`src/rtl/seq_mul_pkg.sv`:
```
// rtl/seq_mul_pkg.sv - shared state encoding and latency helper for seq_mul
package seq_mul_pkg;

    typedef enum logic [1:0] {
        IDLE = 2'd0,
        RUN  = 2'd1,
        FIX  = 2'd2,
        DONE = 2'd3
    } state_t;

    // Worst-case start-to-done cycle count, used by the stall controller
    function automatic int lat(input int width, input int bpc);
        return width / bpc + 2;
    endfunction

endpackage

```
`src/rtl/seq_mul_if.sv`:
```
// rtl/seq_mul_if.sv - start/busy/done multiplier request and result bundle
interface seq_mul_if #(
    parameter int WIDTH = 32
) ();
    logic                 start;
    logic                 signed_op;
    logic [WIDTH-1:0]     a;
    logic [WIDTH-1:0]     b;
    logic                 busy;
    logic                 done;
    logic [2*WIDTH-1:0]   z;

    modport master (output start, signed_op, a, b, input busy, done, z);
    modport slave  (input start, signed_op, a, b, output busy, done, z);
endinterface

```
`src/rtl/seq_mul_step.sv`:
```
// rtl/seq_mul_step.sv - one BPC-bit x WIDTH partial product shifted into the accumulator
module seq_mul_step #(
    parameter int WIDTH = 32,
    parameter int BPC   = 1,
    parameter int CW    = 6
) (
    input  logic [BPC-1:0]     bits,
    input  logic [WIDTH-1:0]   ma,
    input  logic [CW-1:0]      cnt,
    input  logic [2*WIDTH-1:0] acc_in,
    output logic [2*WIDTH-1:0] acc_out
);
    logic [WIDTH+BPC-1:0] pp;
    logic [2*WIDTH-1:0]   pp_ext;

    assign pp      = {{BPC{1'b0}}, ma} * {{WIDTH{1'b0}}, bits};
    assign pp_ext  = {{(WIDTH-BPC){1'b0}}, pp};
    assign acc_out = acc_in + (pp_ext << (int'(cnt) * BPC));
endmodule

```
`src/rtl/seq_mul.sv`:
```
// rtl/seq_mul.sv - multi-cycle shift-add MULT/MULTU unit; SEQ_MUL_EARLY_TERM_EN enables early termination
module seq_mul
    import seq_mul_pkg::*;
#(
    parameter int WIDTH = 32,
    parameter int BPC   = 1
) (
    input  logic  clk,
    input  logic  rst,
    seq_mul_if.slave bus
);
    localparam int N  = WIDTH / BPC;
    localparam int CW = $clog2(N) + 1;
    localparam logic [CW-1:0] LAST = CW'(N - 1);

    state_t               state, state_n;
    logic [WIDTH-1:0]     ma, mb;
    logic                 neg;
    logic [2*WIDTH-1:0]   acc, acc_step, acc_fix, z_r;
    logic [CW-1:0]        cnt;
    logic [WIDTH-1:0]     a_mag, b_mag;
    logic                 mb_zero;

    assign a_mag   = (bus.signed_op && bus.a[WIDTH-1]) ? -bus.a : bus.a;
    assign b_mag   = (bus.signed_op && bus.b[WIDTH-1]) ? -bus.b : bus.b;
    assign acc_fix = neg ? -acc : acc;

`ifdef SEQ_MUL_EARLY_TERM_EN
    // No multiplier bits left: the remaining partial products are all zero
    assign mb_zero = (mb == '0);
`else
    assign mb_zero = 1'b0;
`endif

    seq_mul_step #(
        .WIDTH (WIDTH),
        .BPC   (BPC),
        .CW    (CW)
    ) u_step (
        .bits    (mb[BPC-1:0]),
        .ma      (ma),
        .cnt     (cnt),
        .acc_in  (acc),
        .acc_out (acc_step)
    );

    always_comb begin
        state_n = state;
        case (state)
            IDLE:    if (bus.start) state_n = RUN;
            RUN:     if (mb_zero || cnt == LAST) state_n = FIX;
            FIX:     state_n = DONE;
            DONE:    state_n = IDLE;
            default: state_n = IDLE;
        endcase
    end

    always_ff @(posedge clk or negedge rst) begin
        if (!rst) begin
            state <= IDLE;
            ma    <= '0;
            mb    <= '0;
            neg   <= 1'b0;
            acc   <= '0;
            cnt   <= '0;
            z_r   <= '0;
        end else begin
            state <= state_n;
            case (state)
                IDLE: if (bus.start) begin
                    ma  <= a_mag;
                    mb  <= b_mag;
                    neg <= bus.signed_op & (bus.a[WIDTH-1] ^ bus.b[WIDTH-1]);
                    acc <= '0;
                    cnt <= '0;
                end
                RUN: if (!mb_zero) begin
                    acc <= acc_step;
                    mb  <= mb >> BPC;
                    cnt <= cnt + CW'(1);
                end
                // z is loaded here so it is already valid in the DONE cycle
                FIX: begin
                    acc <= acc_fix;
                    z_r <= acc_fix;
                end
                default: ;
            endcase
        end
    end

    assign bus.busy = (state == RUN) || (state == FIX);
    assign bus.done = (state == DONE);
    assign bus.z    = z_r;
endmodule
```
`src/flat_wrapper.sv`:
```
// flat-port wrapper written by rule: the top's interface ports become plain ports
module seq_mul_flat import seq_mul_pkg::*;
#(
    parameter int WIDTH = 32,
    parameter int BPC   = 1
)
  (clk, rst, bus_start, bus_signed_op, bus_a, bus_b, bus_busy, bus_done, bus_z);
  seq_mul_if #(.WIDTH(WIDTH)) bus_i ();
  input  logic clk;
  input  logic rst;
  input wire logic [$bits(bus_i.start)-1:0] bus_start;
  input wire logic [$bits(bus_i.signed_op)-1:0] bus_signed_op;
  input wire logic [$bits(bus_i.a)-1:0] bus_a;
  input wire logic [$bits(bus_i.b)-1:0] bus_b;
  output wire logic [$bits(bus_i.busy)-1:0] bus_busy;
  output wire logic [$bits(bus_i.done)-1:0] bus_done;
  output wire logic [$bits(bus_i.z)-1:0] bus_z;
  assign bus_i.start = bus_start;
  assign bus_i.signed_op = bus_signed_op;
  assign bus_i.a = bus_a;
  assign bus_i.b = bus_b;
  assign bus_busy = bus_i.busy;
  assign bus_done = bus_i.done;
  assign bus_z = bus_i.z;
  seq_mul #(.WIDTH(WIDTH), .BPC(BPC)) u_core (.clk(clk), .rst(rst), .bus(bus_i));
endmodule
```
`config.mk`:
```
export PLATFORM = sky130hd
export DESIGN_NAME = seq_mul_flat
export DESIGN_NICKNAME = d
export VERILOG_FILES = /design/src/rtl/seq_mul_pkg.sv /design/src/rtl/seq_mul_if.sv /design/src/rtl/seq_mul_step.sv /design/src/rtl/seq_mul.sv /design/src/flat_wrapper.sv
export SDC_FILE = /design/constraint.sdc
export NUM_CORES = 1
export LEC_CHECK = 0
export BUFFER_PORTS_ARGS = -buffer_cell sky130_fd_sc_hd__buf_2
export CAP_MARGIN = 20
export CELL_PAD_IN_SITES_DETAIL_PLACEMENT = 0
export CELL_PAD_IN_SITES_GLOBAL_PLACEMENT = 1
export CORE_MARGIN = 4
export CORE_UTILIZATION = 40
export CTS_BUF_LIST = sky130_fd_sc_hd__clkbuf_4
export CTS_CLUSTER_SIZE = 12
export DETAILED_ROUTE_END_ITERATION = 8
export PLACE_DENSITY_LB_ADDON = 0.1
export SLEW_MARGIN = 30
export SYNTH_ARGS = -nofsm -noshare
export SYNTH_HDL_FRONTEND = slang
export SYNTH_SLANG_ARGS = --single-unit
```
`constraint.sdc`:
```
create_clock -name clk -period 6.3 [get_ports clk]
set_input_delay 0.315 -clock clk [delete_from_list [all_inputs] [get_ports clk]]
set_output_delay 0.315 -clock clk [all_outputs]
set_load 0.1 [all_outputs]
```
== Word-level counts from Yosys, hierarchy flattened ==
Index checks and enable logic that the tools add are counted.
Storage, ports and cells
  bits in latches: 0
  bits in read-only memories: 0
  input port bits: 68
  memories: 0
  logic and storage cells: 44
  memory bits (writable): 0
  register bits after elaboration: 201
Cells by class
  mux-type cells: 12
  $add $sub $neg: 5
  $lt $le $gt $ge: 0
  shift operators: 1
  bitwise gates (word level): 2
  divide/modulo/power cells: 0
  reduce and logical (&&, ||, !) cells: 10
  equal/unequal tests: 6
  multipliers: 1
Operator list (count)
  case mux 64 bit (3 select lines): 1
  2-to-1 mux 64 bit: 2
  2-to-1 mux 32 bit: 3
  adder 64 bit: 1
  negation 32 bit: 2
  negation 64 bit: 1
  case mux 32 bit (2 select lines): 1
  left shift 33 x 6 -> 64 bit: 1
  multiplier 32 x 1 -> 33 bit: 1
  case mux 6 bit (2 select lines): 1
  case mux 2 bit (4 select lines): 1
  AND reduction 2 bit: 4
  adder 6 x 1 -> 6 bit, second input constant: 1
  equality test 6 x 5 -> 1 bit, second input constant: 1
  2-to-1 mux 6 bit: 1
  equality test 2 bit, second input constant: 2
  2-to-1 mux 2 bit: 2
  nonzero test 3 bit: 1
  equality test 2 x 1 -> 1 bit, second input constant: 1
  logical AND 1 bit: 2
  logical NOT 2 bit: 1
  inequality test 2 x 1 -> 1 bit, second input constant: 1
  inequality test 2 bit, second input constant: 1
  nonzero test 2 bit: 1
  other kinds (3): 3

== Depth between registers and ports, before layout ==
Gate-level depths: netlist of the first run.
  word-level depth: 4
  mapped depth: 25

== Cells and area by module ==
Synthesis of the first run repeated with hierarchy kept, for this count alone.
Unflattened totals
  cell total of the unflattened synthesis: 2168
  area total of the unflattened synthesis: 17336.6 µm²
Modules (own cells, without submodules)
  seq_mul: cells an instance 1197, sequential area each 5029.8 µm², times used 1, area each 10993.0 µm²
  seq_mul_step: cells an instance 971, sequential area each 0.0 µm², times used 1, area each 6343.6 µm²

== Worst setup path before layout of the first run ==
No wires, ideal clock.
  kind: register -> register
  start: register u_core.cnt[0]
  end: register u_core.acc[56]
  stages on the path, launching flop included: 23
  setup time: 0.134 ns
  data required time: 6.166 ns
  slack: 1.483 ns
  arrival: 4.683 ns
  path buffers: 3
  clock period less this slack: 4.817 ns
  path through: dfrtp_1 buf_1 buf_2 buf_2 mux2_2 o211ai_1 nor2_1 a31o_2 mux2i_1 nor2_1 a31oi_1 nor2_1 ha_1 a21oi_1 o21ai_0 a221oi_1 o21ai_0 or2_2 a31oi_1 nor4b_1 or3b_2 xnor2_1 o21ai_0
Between the ends
  longest elaborated chain between the ends: 3
Ends and longest elaborated chain
  start: declaration: RTL line seq_mul.sv:20  | logic [CW-1:0] cnt;
  start signal: assignment: RTL line seq_mul.sv:80  | cnt <= cnt + CW'(1);
  left shift 33 x 6 -> 64 bit: RTL line seq_mul_step.sv:18  | assign acc_out = acc_in + (pp_ext << (int'(cnt) * BPC));
  adder 64 bit: RTL line seq_mul_step.sv:18
  case mux 64 bit (3 select lines): RTL line seq_mul.sv:69  | case (state)
  end signal: assignment: RTL line seq_mul.sv:78  | acc <= acc_step;
  end signal: assignment: RTL line seq_mul.sv:84  | acc <= acc_fix;
  end: declaration: RTL line seq_mul.sv:19  | logic [2*WIDTH-1:0] acc, acc_step, acc_fix, z_r;
Every way passes these cells.
A chain may end at the register's enable or synchronous reset.

== Worst setup path in the final report of the first run ==
  start: register u_core.cnt[0]
  end: register u_core.acc[62]
Same word-level chain as after synthesis.

==> impl_results.md, run 1 <==
* Run status: completed
* Number of cells on the worst hold path at 5
* Final global-route overflow total at 0
* First-pass GRT wire length at 94600 um
* Fraction of registers with async set/reset at 1.00
* Crit path max-delay cell type: sky130_fd_sc_hd__dfrtp_2
* Data required time of the worst path at around 7000 ps
* Crit path max-delay family: compound AO/OA/AOI/OAI gates
* Post-layout net count at roughly 2600
* Largest net degree at the start of global routing at 85
* Fillers at ~4500
* Multi-input gate area at between 10000 and 15000 sq um
* Part of the cycle the worst path needs at 0.897
* Number of buffers between clock root and the deepest sink at 3
* Wire length after detailed routing at around 60000 um
* Layout cell share with drive strength beyond 1 at 0.138
* Number of core rows at 76
* Minimum clock period after layout at around 5700 ps
* Startpoint class of the critical path: flop
* Number of routed nets with antenna violations at 0
* CTS clk-pin slew, worst paths at 70 ps
* Setup clock skew after layout at approximately 91 ps
* Via density per instance at around 5.7
* Mean cell area of the mapped netlist at between 7 and 8 sq um
* Post-detailed-placement half-perimeter wirelength at around 46000 um
* Syn Std Cell Area at 17400 sq um
* Number of design-rule violations left by the first detailed-router iteration at between 1000 and 1500
* Clock latency reported for the late side of the worst-skew pair at 800 ps
* Number of endpoints failing setup at the final stage at 0
* Full die area at approximately 47000 sq um
* Critical Setup Path Class: reg2reg
* P&R area growth vs syn at 14.0%
* Terminus of the critical flop-to-flop path: u_core.acc[62]$_DFFE_PN0P_
* Worst path max stage delay at slightly below 800 ps
* Initial core utilization at 0.404
* Share of the core filled with cells in the final layout at 0.460
* H-tree lvl count at 2
* Setup total negative slack at 0 ps
* Post-CTS Resized at 0
* Worst EP arrival at around 6300 ps
* Number of buffer and inverter stages on the critical path at 1
* Sinks on the clock net at between 200 and 250
* Area of all placed cells without fillers at between 15000 and 20000 sq um
* Horiz. Die Dim at ~220 um
* Num CTS Buffers at 59
* Final count of pins violating max slew at 0
* Setup repair after global routing missed its margin: no
* Final estimated routing congestion in global placement at 0.974
* Port Buffer Count at approximately 130
* Hold path startpoint: bus_b[13]
* CP most frequent cell: sky130_fd_sc_hd__a21oi_1
* Beginning of the worst register-to-register path: u_core.cnt[0]$_DFFE_PN0P_
* Via count of the first global-routing pass at ~17000
* Depth of the worst register-to-register path at 19
* Die span in y at approximately 220 um
* Worst Setup End Kind: flop
* Post-route DRC at 0
* CTS root buffer: sky130_fd_sc_hd__clkbuf_4
* Cells after synthesis at around 2300
* Max_slew headroom at 0.428
* Max Cap Viol at 0
* Hold path endpoint: u_core.mb[13]$_DFFE_PN0P_
* Combined global-route utilization of all metal layers at 0.253
* CP Cell Sequence: buf_4 > mux2_2 > o211ai_1 > nor2_1 > a31oi_1 > o22a_1 > nor2b_1 > a211oi_1 > ha_1 > a21oi_1 > o21ai_0 > a21oi_1 > nor2_1 > o41ai_1 > o21a_1 > o21ai_0 > nand3b_1 > a21oi_1 > or4_1
* Tightest Hold Check Type: in2reg
* TritonCTS clock tree: yes
* Synth Warn # at 0
* Initial antenna violation count at 2
* Dpl cell area at approximately 18000 sq um
* Maximum fanout encountered on the critical timing path at 30
* Iteration count of the initial detailed-routing pass at 5
* Number of distinct library cells after synthesis at between 60 and 70
* Beginning of the critical path: u_core.cnt[0]$_DFFE_PN0P_
* Number of top-level pins at 134
* Setup slack of the worst register-to-register path at between 600 and 700 ps
* Sequential cell area in the final layout at around 5000 sq um
* Total number of vias at 17341
* Highest clock frequency the design can meet at ~0.18 GHz
* Detailed-route wire length per cell at slightly below 20 um
* Top_reg_cell synth: sky130_fd_sc_hd__dfrtp_1
* Part of the Yosys area used for sequential elements at 0.290
* Tightest Pin Transition at about 860 ps
* #FFs+latches synth at around 200
* Number of synthesized flops with an enable pin at 0
* Synthesized netlist net count at 2425
* Standard cell core area at roughly 43000 sq um
* Hold violation count in the final report at 0
[final cells by class]
type,instances,share of cell area
Multi-Input combinational cell,1883,0.588
Sequential cell,201,0.254
Timing Repair Buffer,217,0.0743
Tap cell,585,0.0370
Clock buffer,85,0.0323
Inverter,53,0.0101
Clock inverter,17,0.00392
Antenna cell,2,0.000253
[sequential cells by signal (all words and copies together), names as in the netlist]
register      flops
u_core.cnt        6
u_core.state      2
u_core.bus.z     64
u_core.ma        32
u_core.mb        32
u_core.acc       64
u_core.neg        1
[synthesized netlist by cell type, drive strengths merged (52+ instances only)]
cell | number | area (sq um)
nand2 | 280 | 1050
o21ai | 257 | 1290
a21oi | 241 | 1210
nor2 | 237 | 890
dfrtp | 201 | 5030
clkbuf | 121 | 454
xnor2 | 103 | 902
ha | 74 | 926
xor2 | 71 | 622
nor3 | 64 | 320
inv | 52 | 195
[through the flow]
step	hold slack, ps	setup WS (ps)	cells
final	72.8	650	3043
after CTS	1.72	756	3041
after global routing	42.2	205	3042
after detailed placement	431	702	2881
after global placement	433	784	2880
after floorplan	19.4	1480	2282
[logic make-up after synthesis]
family,synth area share
adders and majority gates,0.0545
xor gates and xnor gates,0.0878
DFF,0.290
muxes,0.0642
and+or+nand+nor,0.215
AOI/OAI and AO/OA,0.246
buffers and inverters,0.0430
[how the worst max path moves through the flow]
stage	endpoint	slack, ps	cells past startpoint
2_1_floorplan	u_core.acc[56]$_DFFE_PN0P_	1480	22
3_3_place_gp	u_core.acc[62]$_DFFE_PN0P_	780	19
3_5_place_dp	u_core.acc[62]$_DFFE_PN0P_	700	19
4_1_cts	u_core.acc[62]$_DFFE_PN0P_	760	19
5_1_grt	u_core.acc[61]$_DFFE_PN0P_	210	18
6_report	u_core.acc[62]$_DFFE_PN0P_	650	19
[metal layers]
layer,track usage,routed length [um],up-vias
li1,-,-,8471
met1,0.372,29400,8254
met2,0.386,25700,531
met3,0.0397,3470,85
met4,0.0747,1800,0
met5,0,0,-
[cell usage in the layout, fill, tap and decap left out, drive strengths merged, types with 11 or more instances in the layout]
cell         instances
nand4               25
clkbuf              86
dlygate4sd3         58
nor2               237
mux2                45
xnor2              103
or3                 28
ha                  74
o31ai               24
o21a                11
or4                 11
o22ai               27
a22oi               23
nand2              280
mux2i               45
o21ai              257
clkinv              17
xor2                71
nor3                64
a31oi               25
and2                17
nor2b               13
and3                16
dfrtp              201
inv                 52
nand3               44
o21bai              14
a21o                34
buf                158
a21oi              241
nor4                13
nand2b              27
[worst register-to-register path, stage by stage, from the launching register on]
cell                       delay, ps
sky130_fd_sc_hd__dfrtp_2         790
sky130_fd_sc_hd__buf_4           340
sky130_fd_sc_hd__mux2_2          370
sky130_fd_sc_hd__o211ai_1        380
sky130_fd_sc_hd__nor2_1           80
sky130_fd_sc_hd__a31oi_1         320
sky130_fd_sc_hd__o22a_1          280
sky130_fd_sc_hd__nor2b_1         150
sky130_fd_sc_hd__a211oi_1        110
sky130_fd_sc_hd__ha_1            430
sky130_fd_sc_hd__a21oi_1         180
sky130_fd_sc_hd__o21ai_0         140
sky130_fd_sc_hd__a21oi_1         190
sky130_fd_sc_hd__nor2_1           80
sky130_fd_sc_hd__o41ai_1         680
sky130_fd_sc_hd__o21a_1          260
sky130_fd_sc_hd__o21ai_0         110
sky130_fd_sc_hd__nand3b_1        130
sky130_fd_sc_hd__a21oi_1          60
sky130_fd_sc_hd__or4_1           510
[what timing repair did]
item                      4_1_cts  5_1_grt
buffers inserted                0        0
hold endpoints to repair      127        0
hold buffers                   58        0
Power of run 1 is not shown: default switching activity piles up to over one toggle a cycle in this logic, so the estimate is an artifact.
==> inputs of run 2 (changes only) <==
ABC_AREA = 1   (was not set)
CTS_CLUSTER_SIZE = 20   (was 12)
==> run 2 against run 1 <==
Against the previous run:
- core utilization is 0.088 points higher
- flip-flop and latch count stayed put
- die area is 12% higher
- global-route usage is 5.6 points higher
- synthesized cell count is 44% higher
- setup slack better by 640 ps
- worst hold slack worse by 21 ps
- via count is 31% higher
- synthesized area is 13% higher
- count of clock-buffer cells in the layout is 16 lower
- register-to-register slack better by 640 ps
- clock skew is 28 ps lower
- critical endpoint is now u_core.acc[29]$_DFFE_PN0P_
- largest cell class unchanged
==> impl_results.md, run 2 <==
* Depth of the worst register-to-register path at 19 (unchanged)
* Number of buffers between clock root and the deepest sink at 3 (unchanged)
* Hold violation count in the final report at 0 (unchanged)
* Cells after synthesis at 3281 (+44%)
* Beginning of the worst register-to-register path: u_core.cnt[1]$_DFFE_PN0P_
* Top_reg_cell synth: sky130_fd_sc_hd__dfrtp_1
* Final estimated routing congestion in global placement at 1.05 (+7.9%)
* Port Buffer Count at 133 (unchanged)
* Most repeated cell in the gate-level netlist after synthesis: sky130_fd_sc_hd__nand2_1
* Tightest Pin Transition at 901 ps (+43.4 ps)
* Setup clock skew after layout at 63.3 ps (-28.0 ps)
* Clock latency reported for the late side of the worst-skew pair at 850 ps (+50 ps)
* Synthesized netlist net count at 3424 (+41%)
* Fraction of registers with async set/reset at 1.00 (unchanged)
* Worst path max stage delay at 650 ps (-140 ps)
* Total number of vias at 22685 (+31%)
* Num CTS Buffers at 57 (-3.4%)
* Final non-filler cell total at 4113 (+35%)
* Cell type with the largest total area after synthesis: sky130_fd_sc_hd__dfrtp_1
* CTS clk-pin slew, worst paths at 70 ps (about the same)
* CP Cell Sequence: inv_2 > nand3_1 > nand3_1 > o21ai_0 > o21ai_0 > nand2_1 > o21ai_0 > nor2_1 > ha_1 > nand2_1 > o21ai_0 > a21oi_1 > nand3_2 > nand2_1 > nand2_1 > o21ai_0 > nand2_1 > nand2_1 > o21ai_0
* Number of core rows at 80 (+5.3%)
* Horiz. Die Dim at 229 um (+6.1%)
* Initial antenna violation count at 3 (+1)
* Tightest Hold Check Type: in2async
* Via count of the first global-routing pass at 21423 (+30%)
* Sinks on the clock net at 201 (unchanged)
* Part of the Yosys area used for sequential elements at 0.257 (-0.0333)
* Number of synthesized flops with an enable pin at 0 (unchanged)
* P&R area growth vs syn at 13.0%
* Startpoint class of the critical path: flop
* Smallest setup slack after layout at 1290 ps (+642 ps)
* Minimum clock period after layout at 5010 ps (-642 ps)
* Worst EP arrival at 5670 ps (-640 ps)
* Detailed-route wire length per cell at 20.3 um (+2.1%)
* Synth Warn # at 0 (unchanged)
* Pwr dens at between 100 and 150 nW/um^2
* Run status: completed
* Setup slack of the worst register-to-register path at 1290 ps (+640 ps)
* VDD IR max at roughly 0.00011 V
* Total design power at approximately 2.8 mW
* Share of the synthesized area in the top cell type at 0.257 (-0.0333)
* Wire length after detailed routing at 83300 um (+38%)
* #FFs+latches synth at 201 (unchanged)
* Mean cell area of the mapped netlist at 5.98 sq um (-21%)
* Syn Std Cell Area at 19600 sq um (+13%)
* Highest clock frequency the design can meet at 0.200 GHz (+13%)
* Buffers inserted during post-CTS setup optimization at 0 (unchanged)
* Via density per instance at 5.52 (-3.2%)
* Initial core utilization at 0.408 (+0.00431)
* H-tree lvl count at 2 (unchanged)
* Max_slew headroom at 0.393 (-0.0353)
* Combined global-route utilization of all metal layers at 0.310 (+0.0565)
* Commonest non-fill, non-tap cells in the layout: sky130_fd_sc_hd__nand2_1 (1040), sky130_fd_sc_hd__nor2_1 (374), sky130_fd_sc_hd__inv_1 (338)
* Standard cell core area at 48000 sq um (+12%)
* Final count of pins violating max slew at 0 (unchanged)
* First-pass GRT wire length at 127000 um (+34%)
* TritonCTS clock tree: yes
* Largest cells by area after synthesis: sky130_fd_sc_hd__dfrtp_1 (26%), sky130_fd_sc_hd__nand2_1 (20%), sky130_fd_sc_hd__nor2_1 (7.2%)
* Largest net degree at the start of global routing at 117 (+38%)
* Setup total negative slack at 0 ps (unchanged)
* Post-CTS Resized at 0 (unchanged)
* Number of routed nets with antenna violations at 0 (unchanged)
* Terminus of the critical flop-to-flop path: u_core.acc[29]$_DFFE_PN0P_
* Data required time of the worst path at 6970 ps (about the same)
* Post-route DRC at 0 (unchanged)
* Iteration count of the initial detailed-routing pass at 6 (+1)
* Full die area at 52600 sq um (+12%)
* Max Cap Viol at 0 (unchanged)
* Die span in y at 229 um (+6.1%)
* Worst Setup End Kind: flop
* Critical Setup Path Class: reg2reg
* Place WS at 1360 ps (+655 ps)
* Maximum fanout encountered on the critical timing path at 49 (+63%)
* Part of the cycle the worst path needs at 0.795 (-0.102)
* Crit path max-delay cell type: sky130_fd_sc_hd__o21ai_0
* Number of design-rule violations left by the first detailed-router iteration at 2331 (+72%)
* Number of endpoints failing setup at the final stage at 0 (unchanged)
* Cts-stage hold buffer count at 78 (+34%)
* CTS root buffer: sky130_fd_sc_hd__clkbuf_4
* Number of top-level pins at 134 (unchanged)
* Layout cell share with drive strength beyond 1 at 0.0965 (-0.0412)
* Most common cell after layout, fill and taps aside: sky130_fd_sc_hd__nand2_1
* Leading cell types by count after synthesis: sky130_fd_sc_hd__nand2_1 (1041), sky130_fd_sc_hd__nor2_1 (375), sky130_fd_sc_hd__inv_1 (339)
* Post-layout net count at 3593 (+40%)
* Leakage dissipation at 11.4 nW
* Placed instance count at 3928 (+36%)
* Final global-route overflow total at 0 (unchanged)
* Number of distinct library cells after synthesis at 59 (-12%)
* Setup repair after global routing missed its margin: no
* Post-detailed-placement half-perimeter wirelength at 66500 um (+44%)
## run 2: cell types whose count changed in the layout (fill, tap and decap cells not counted), sizes merged, moves of 45 or more
cell,previous run,this run
a21oi,241,172
inv,52,369
mux2,45,0
mux2i,45,0
nand2,280,1051
nand3,44,257
nor2,237,399
o21ai,257,338
xnor2,103,17
## run 2: worst max path at each step
stage                                    from                         end  cells past startpoint
floorplan           u_core.cnt[1]$_DFFE_PN0P_  u_core.acc[60]$_DFFE_PN0P_                     29
global placement    u_core.cnt[1]$_DFFE_PN0P_  u_core.acc[29]$_DFFE_PN0P_                     19
detailed placement  u_core.cnt[1]$_DFFE_PN0P_  u_core.acc[29]$_DFFE_PN0P_                     19
CTS                 u_core.cnt[1]$_DFFE_PN0P_  u_core.acc[29]$_DFFE_PN0P_                     19
global route        u_core.cnt[1]$_DFFE_PN0P_  u_core.acc[29]$_DFFE_PN0P_                     22
finish              u_core.cnt[1]$_DFFE_PN0P_  u_core.acc[29]$_DFFE_PN0P_                     19
## run 2: per-stage QoR
step / util / instance area (sq um) / hold WS (ps)
after floorplan: - / 19600 / 19.4
after global routing: 0.461 / 22200 / 119
after CTS: 0.461 / 22100 / 58.8
after global placement: 0.431 / 20700 / 326
after detailed placement: 0.431 / 20700 / 336
final: 0.461 / 22200 / 51.7
## run 2: worst max-delay path: cells and delay by family, from the launching register on
kind	cells	cell delay (ps)
fa+ha+maj	1	360
compound gates	7	2060
simple gates	10	1500
flops	1	380
buf+inv	1	530
## run 2: area by class of cell
| class | instances | area [sq um] |
|---|---|---|
| Antenna cell | 4 | 10.0 |
| Clock buffer | 69 | 518 |
| Clock inverter | 34 | 145 |
| Fill cell | 5272 | 25900 |
| Inverter | 368 | 1390 |
| Multi-Input combinational cell | 2590 | 12700 |
| Sequential cell | 201 | 5030 |
| Tap cell | 615 | 769 |
| Timing Repair Buffer | 232 | 1630 |
## run 2: metal layers
| metal | up-vias | share of wire | GRT usage |
|---|---|---|---|
| li1 | 11093 | - | - |
| met1 | 10544 | 0.44 | 0.425 |
| met2 | 890 | 0.44 | 0.492 |
| met3 | 158 | 0.072 | 0.0486 |
| met4 | 0 | 0.042 | 0.120 |
| met5 | - | 0 | 0 |
## run 2: cells by family (layout without fill, tap and decap cells)
kind of cell,count (synthesis),after routing,synth area share
other,0,4,0
AO/OA/AOI/OAI,624,624,0.175
XOR/XNOR,66,66,0.0295
adder cells (fa/ha/maj),75,75,0.0482
flip-flops,201,201,0.257
buffers and inverters,490,703,0.0985
AND/OR/NAND/NOR,1825,1825,0.392
## run 2: where the power goes
group / leakage, nW / internal, mW / switching [mW]
Combinational: 8.25 / 0.110 / 0.183
Sequential: 2.70 / 1.30 / 0.0257
Clock: 0.400 / 0.525 / 0.654
Total: 11.4 / 1.94 / 0.862
(Power assumes the default switching activity.)
